--- src/rtl/mixed_to_analog_assembler.sv ---
// Rebuilds NUM_CH analog register words from a serial byte stream, LSB byte first.
// The last byte of each word carries only the top word bits; any other set bits flag pad_err.
module mixed_to_analog_assembler #(
  parameter int unsigned WORD_W         = 50,
  parameter int unsigned NUM_CH         = 8,
  parameter int unsigned BYTES_PER_WORD = 7
) (
  input  logic                       clk,
  input  logic                       rst,
  input  logic                       frame_start,
  input  logic [7:0]                 byte_in,
  input  logic                       byte_valid,
  output logic                       byte_ready,
  output logic [NUM_CH*WORD_W-1:0]   ch_out,
  output logic [NUM_CH-1:0]          ch_update,
  output logic                       frame_done,
  output logic                       busy,
  output logic                       pad_err
);

  localparam int unsigned ShadowW  = (BYTES_PER_WORD - 1) * 8;
  localparam int unsigned TopW     = WORD_W - ShadowW;
  localparam int unsigned ByteIdxW = $clog2(BYTES_PER_WORD);
  localparam int unsigned ChIdxW   = (NUM_CH > 1) ? $clog2(NUM_CH) : 1;
  localparam logic [ByteIdxW-1:0] LastByte = ByteIdxW'(BYTES_PER_WORD - 1);
  localparam logic [ChIdxW-1:0]   LastCh   = ChIdxW'(NUM_CH - 1);

  typedef enum logic [1:0] {StIdle, StCollect, StDone} state_e;

  state_e                     state_q, state_d;
  logic [ByteIdxW-1:0]        byte_idx_q, byte_idx_d;
  logic [ChIdxW-1:0]          ch_idx_q, ch_idx_d;
  logic [ShadowW-1:0]         shadow_q, shadow_d;
  logic [NUM_CH*WORD_W-1:0]   ch_out_q, ch_out_d;
  logic [NUM_CH-1:0]          ch_update_q, ch_update_d;
  logic                       pad_err_q, pad_err_d;

  logic accept, last_byte, last_ch, commit;

  assign accept    = byte_valid && byte_ready;
  assign last_byte = (byte_idx_q == LastByte);
  assign last_ch   = (ch_idx_q == LastCh);
  assign commit    = accept && last_byte;

  // State register
  always_ff @(posedge clk or posedge rst) begin
    if (rst) begin
      state_q <= StIdle;
    end else begin
      state_q <= state_d;
    end
  end

  // Next-state logic
  always_comb begin
    state_d = state_q;
    unique case (state_q)
      StIdle:    if (frame_start) state_d = StCollect;
      StCollect: if (commit && last_ch) state_d = StDone;
      StDone:    state_d = frame_start ? StCollect : StIdle;
      default:   state_d = StIdle;
    endcase
  end

  // FSM outputs
  always_comb begin
    byte_ready = (state_q == StCollect) && !frame_start;
    busy       = (state_q != StIdle);
    frame_done = (state_q == StDone);
  end

  // Datapath next state; frame_start outranks any byte since byte_ready is low then
  always_comb begin
    byte_idx_d  = byte_idx_q;
    ch_idx_d    = ch_idx_q;
    shadow_d    = shadow_q;
    ch_out_d    = ch_out_q;
    ch_update_d = '0;
    pad_err_d   = pad_err_q;
    if (frame_start) begin
      byte_idx_d = '0;
      ch_idx_d   = '0;
      shadow_d   = '0;
      pad_err_d  = 1'b0;
    end else if (accept) begin
      if (last_byte) begin
        for (int unsigned c = 0; c < NUM_CH; c++) begin
          if (ch_idx_q == ChIdxW'(c)) begin
            ch_out_d[c*WORD_W +: WORD_W] = {byte_in[TopW-1:0], shadow_q};
            ch_update_d[c]               = 1'b1;
          end
        end
        if (|byte_in[7:TopW]) pad_err_d = 1'b1;
        shadow_d   = '0;
        byte_idx_d = '0;
        ch_idx_d   = last_ch ? '0 : ch_idx_q + ChIdxW'(1);
      end else begin
        for (int unsigned b = 0; b < BYTES_PER_WORD - 1; b++) begin
          if (byte_idx_q == ByteIdxW'(b)) shadow_d[8*b +: 8] = byte_in;
        end
        byte_idx_d = byte_idx_q + ByteIdxW'(1);
      end
    end
  end

  always_ff @(posedge clk or posedge rst) begin
    if (rst) begin
      byte_idx_q  <= '0;
      ch_idx_q    <= '0;
      shadow_q    <= '0;
      ch_out_q    <= '0;
      ch_update_q <= '0;
      pad_err_q   <= 1'b0;
    end else begin
      byte_idx_q  <= byte_idx_d;
      ch_idx_q    <= ch_idx_d;
      shadow_q    <= shadow_d;
      ch_out_q    <= ch_out_d;
      ch_update_q <= ch_update_d;
      pad_err_q   <= pad_err_d;
    end
  end

  assign ch_out    = ch_out_q;
  assign ch_update = ch_update_q;
  assign pad_err   = pad_err_q;

endmodule

--- config.mk ---
export PLATFORM = sky130hd
export DESIGN_NAME = mixed_to_analog_assembler
export DESIGN_NICKNAME = d
export VERILOG_FILES = /design/src/rtl/mixed_to_analog_assembler.sv
export SDC_FILE = /design/constraint.sdc
export NUM_CORES = 1
export LEC_CHECK = 0
export CORE_MARGIN = 3
export CORE_UTILIZATION = 30
export CTS_CLUSTER_DIAMETER = 120
export DETAILED_ROUTE_END_ITERATION = 16
export PLACE_DENSITY_LB_ADDON = 0.05
export SLEW_MARGIN = 20
export SYNTH_ARGS = -nofsm -noshare
export SYNTH_HDL_FRONTEND = slang
export SYNTH_SLANG_ARGS = --single-unit
--- constraint.sdc ---
create_clock -name clk -period 23.6 [get_ports clk]
set_input_delay 5.9 -clock clk [delete_from_list [all_inputs] [get_ports clk]]
set_output_delay 5.9 -clock clk [all_outputs]
set_load 0.05 [all_outputs]
Word-level counts from Yosys, hierarchy flattened
Index checks and enable logic that the tools add are counted. W data, S select, Z words.

Register bits: 465. Output and inout bits: 412.

$add $sub $neg: 2. Eq/ne operators: 17. Mux-type cells: 35. Bitwise logic cells: 1. Reduce and logical (&&, ||, !) cells: 36.

Operators with widths (count): $mux W48 (3); $mux W8 (9); $reduce_and A4 Y1 (8); $eq A3 B3 Y1 const B (7); $mux W3 (7); $reduce_bool A3 Y1 (6); $reduce_and A2 Y1 (8); $mux W1 (13); $eq A3 B2 Y1 const B (4); $reduce_bool A2 Y1 (4); $add A3 B1 Y3 const B (2); $eq A3 B1 Y1 const B (2); $logic_not A3 Y1 (2); $pmux W2 S3 (1); $reduce_or A6 Y1 (1); $logic_and A1 B1 Y1 (4); $mux W2 (2); $ne A2 B2 Y1 const B (2); $reduce_and A3 Y1 (1); $eq A2 B1 Y1 const B (1); $eq A2 B2 Y1 const B (1); $logic_not A2 Y1 (1); $logic_not A1 Y1 (1); $not A1 Y1 (1).

Depth between registers and ports, before layout
Depth in word-level cells: 7. Gate-level depth with buffers: 7.

Worst setup path after synthesis
Ideal clock, no wire load.

Path kind: input-to-output. Start: input port frame_start. End: output port byte_ready. Arrival time: 7.350 ns. Required time: 17.700 ns. Setup slack: 10.350 ns. Stages on the path: 3. Buffers on the path: 2. Cell sequence: clkbuf_1 clkbuf_1 nor3_1.

Word-level cells in the longest chain between the ends: 2.

RTL lines: start, declared (line 10) `input logic frame_start,`; $logic_not A1 Y1 (line 67) `byte_ready = (state_q == StCollect) && !frame_start;`; $logic_and A1 B1 Y1 (line 67); end, declared (line 13) `output logic byte_ready,`.

No other way between the ends.

Final worst setup path
Same ends and word-level chain as after synthesis.

==> impl.org <==
** Placement
- Number of buffers inserted by port buffering :: 423
- Routability-driven placement finished with a final weighted congestion of about 0.7.
- Placed wire-length estimate after detailed placement :: about 37 mm
- In this run, placement finished with an instance count of 2307.
- Timing analysis after detailed placement gives a worst setup slack of 10.27 ns.

** Final layout
- Layout Area Growth over Synthesis :: 39.01%
- In the final layout, the share of cells above drive strength 1 is a little under a third.
- Leading cell type in the layout, fill and taps excluded :: sky130_fd_sc_hd__dfrtp_1
- In the layout the commonest cells are sky130_fd_sc_hd__dfrtp_1 (465), sky130_fd_sc_hd__clkdlybuf4s50_1 (422), sky130_fd_sc_hd__mux2_2 (379).
- The finished layout holds about 2400 standard cells, fillers aside.
- For this run, the post-layout net count is around 1600.

** CTS
- Clock tree root buffer cell :: sky130_fd_sc_hd__clkbuf_16
- # Post-CTS Setup Buffers :: 0
- The tree built by TritonCTS fans out to between 400 and 500 sinks.
- The clock passes through at most 3 buffers.
- The H-tree was split into 2 levels.
- Post_cts resized :: 0
- Clock latency on the worst-skew pair, taken at its later pin, is 0.60 ns.
- Clock-pin slew was measured on the worst setup and hold paths at around 0.06 ns.
- In this run, post-CTS hold repair placed 0 buffers.
- The number of clock buffers added by TritonCTS is 53.
- CTS tree :: done

** Global routing
- The initial antenna violation count came to 0.
- The number of global-route vias before repair came to about 12000.
- Final global-route overflow total :: 0
- Entering global routing, the biggest net connects 120 pins.
- The first global-routing pass estimated ~84 mm of wire.
- Total track usage :: 17.90%

** Synth
- Cell area after technology mapping :: between 0.015 and 0.02 sq mm
- Ranked by total cell area, the synthesized netlist is headed by sky130_fd_sc_hd__dfrtp_1 (65%), sky130_fd_sc_hd__mux2_2 (24%), sky130_fd_sc_hd__mux2_1 (1.3%).
- Leading area contributor after synthesis :: sky130_fd_sc_hd__dfrtp_1
- Fraction of synthesis flops using an asynchronous set or reset pin :: 100.0%
- For this run, the register share of the synthesized area comes to about two thirds.
- Yosys mapped the design onto 40 distinct sky130hd cell types.
- Synthesized instance count :: around 1200
- Yosys warning count :: 0
- Synthesis produced a netlist with a net count of around 1200.
- Number of storage elements in the synthesis netlist :: roughly 470
- The synthesized design contains 0 enable-type register cells.
- Average footprint of a synthesized cell :: ~15 sq um
- Top flip-flop cell by instance count after synthesis :: sky130_fd_sc_hd__dfrtp_1
- After synthesis, the largest area contributor takes up between 60% and 70% of total cell area.

** Critical path
- The most critical setup path has its startpoint at frame_start.
- Worst reg2reg startpoint :: state_q[1]
- STA classifies the critical path endpoint as a primary output.
- The most critical setup path has its endpoint at byte_ready.
- Minimum setup slack among reg-to-reg paths :: just over 20 ns
- Critical Path Source Type :: input pin
- Data on the critical path arrives at its endpoint at between 7 and 8 ns.
- WS Path Type :: in -> out
- Reg-to-reg endpoint :: ch_out[48]
- Largest fanout on the critical path :: 80
- Worst r2r path cells :: 3
- At the worst endpoint, the required time is 17.70 ns.

** Pwr
- VDD sags by at most roughly 0.050 mV.
- Static Leakage :: 0.01192 uW
- P per Cell Area :: roughly 70 mW/mm^2

** STA
- Pin slew with the least headroom to its limit :: 1.080 ns
- Unrepaired setup endpoints after global routing :: false
- Share of the cycle needed by the critical path after routing :: between 50 and 60%
- Post-Route Setup TNS :: 0 ns
- Worst-case headroom to the max-slew limit :: approximately 28%
- Peak clock frequency supported by timing :: between 0.07 and 0.08 GHz
- Count of final hold-check violations :: 0
- Clock skew on the completed layout was measured at just over 0.03 ns.
- Setup Viol. Count Final :: 0
- Max Transition Viols Final :: 0
- Final WS setup :: 10.29 ns
- Fin crit period :: ~13 ns

** Detailed routing
- After detailed routing, the average wire length per cell comes to 23.57 microns.
- Final routed DRC violation total :: 0
- Via count :: 11310
- The final layout contains routed wiring with a total length of approximately 57 mm.
- The detail route stage leaves a number of antenna-violating nets equal to 0.
- For this block, the initial DRC count from the detailed router was between 500 and 600.
- Before antenna repair, the detailed router went through 5 iterations.
- Via-per-instance ratio :: ~4.7

** Floorplan
- The region available for standard cell placement spans slightly below 0.06 sq mm.
- Die X :: around 250 microns
- For this configuration, the core starts out at a cell density of approximately 30%.
- Floorplan row count :: 89
- The die covers about 0.063 sq mm.
- about 420 I/O pins were placed.
- From bottom edge to top edge, the die measures ~250 microns.

** Flow run
- Maximum Capacitance Violations :: 0

** Hold path
- Class of the tightest hold or removal check :: reg -> reg

** Status
- The run finished with clean final reports.
-- flip-flops by register name, indices dropped and copies added, names as in the netlist --
name	flops
ch_idx_q	3
shadow_q	48
pad_err	1
state_q	2
ch_out	400
ch_update	8
byte_idx_q	3
-- report_power, final --
part           internal [uW]  leakage (uW)  switching, uW
clock                    567      0.000978            339
sequential               799       0.00649           7.33
combinational           7.28       0.00446           28.8
-- layer usage --
layer,wire [microns],up-vias,global-route usage [%]
met4,1286,0,4.989
met5,0,-,0
met3,3714,75,5.193
met2,28360,283,31.21
met1,23420,5913,21.67
li1,-,5041,-
-- how the worst min path moves through the flow --
stage               cells after the start   startpoint          end  slack [ns]
finish                                  1  ch_out[101]  ch_out[101]        0.49
CTS                                     1  ch_out[303]  ch_out[303]        0.49
global placement                        1   ch_out[50]   ch_out[50]        0.48
global route                            1  ch_out[316]  ch_out[316]        0.51
floorplan                               1   state_q[1]   state_q[0]        0.53
detailed placement                      1  ch_out[300]  ch_out[300]        0.48
-- kinds of logic after synthesis --
family,after synthesis,synth area share [%]
AOI/OAI and AO/OA,83,2.748
adders and majority gates,7,0.4869
buffers and inverters,105,2.532
DFF,465,64.69
muxes,408,25.49
and+or+nand+nor,107,4.055
-- critical path, stage by stage --
cell and delay, ns:
sky130_fd_sc_hd__buf_2 0.10, sky130_fd_sc_hd__buf_4 0.31, sky130_fd_sc_hd__nor3_1 0.26, sky130_fd_sc_hd__clkdlybuf4s50_1 0.83
-- metrics by stage --
step / total power (uW) / instance area, sq um / utilization (%) / hold WS (ns)
after floorplan: 841.9 / 17990 / - / 0.5309
after global placement: 858.9 / 23020 / 38.93 / 0.4759
after detailed placement: 859.3 / 23020 / 38.93 / 0.4799
after CTS: 1783 / 24990 / 42.26 / 0.4937
after global routing: 1821 / 25000 / 42.28 / 0.5087
final: 1749 / 25000 / 42.29 / 0.4878
-- Yosys cell counts (3+ instances only) --
cell	number
sky130_fd_sc_hd__mux2_1	21
sky130_fd_sc_hd__nor2b_1	4
sky130_fd_sc_hd__ha_1	7
sky130_fd_sc_hd__and2_1	9
sky130_fd_sc_hd__dfrtp_1	465
sky130_fd_sc_hd__nand2b_1	25
sky130_fd_sc_hd__nand3_1	3
sky130_fd_sc_hd__nand4_1	24
sky130_fd_sc_hd__o32ai_1	9
sky130_fd_sc_hd__o22ai_1	8
sky130_fd_sc_hd__nand4b_1	9
sky130_fd_sc_hd__nand3b_1	6
sky130_fd_sc_hd__buf_1	10
sky130_fd_sc_hd__buf_2	43
sky130_fd_sc_hd__nand2_1	9
sky130_fd_sc_hd__a21oi_1	24
sky130_fd_sc_hd__a31oi_1	9
sky130_fd_sc_hd__mux2_2	379
sky130_fd_sc_hd__clkbuf_1	24
sky130_fd_sc_hd__inv_1	24
sky130_fd_sc_hd__mux2i_1	8
sky130_fd_sc_hd__o21ai_0	27
-- final cells by class --
type	instances	area (sq um)
clock inverter	25	336.6
fill	5444	34130
sequential	465	11640
inverter	26	105.1
timing repair buffer	439	4353
antenna	1	2.502
clock buffer	75	1632
multi-input combinational	605	5972
tap	773	967.2
(Power assumes the default switching activity.)
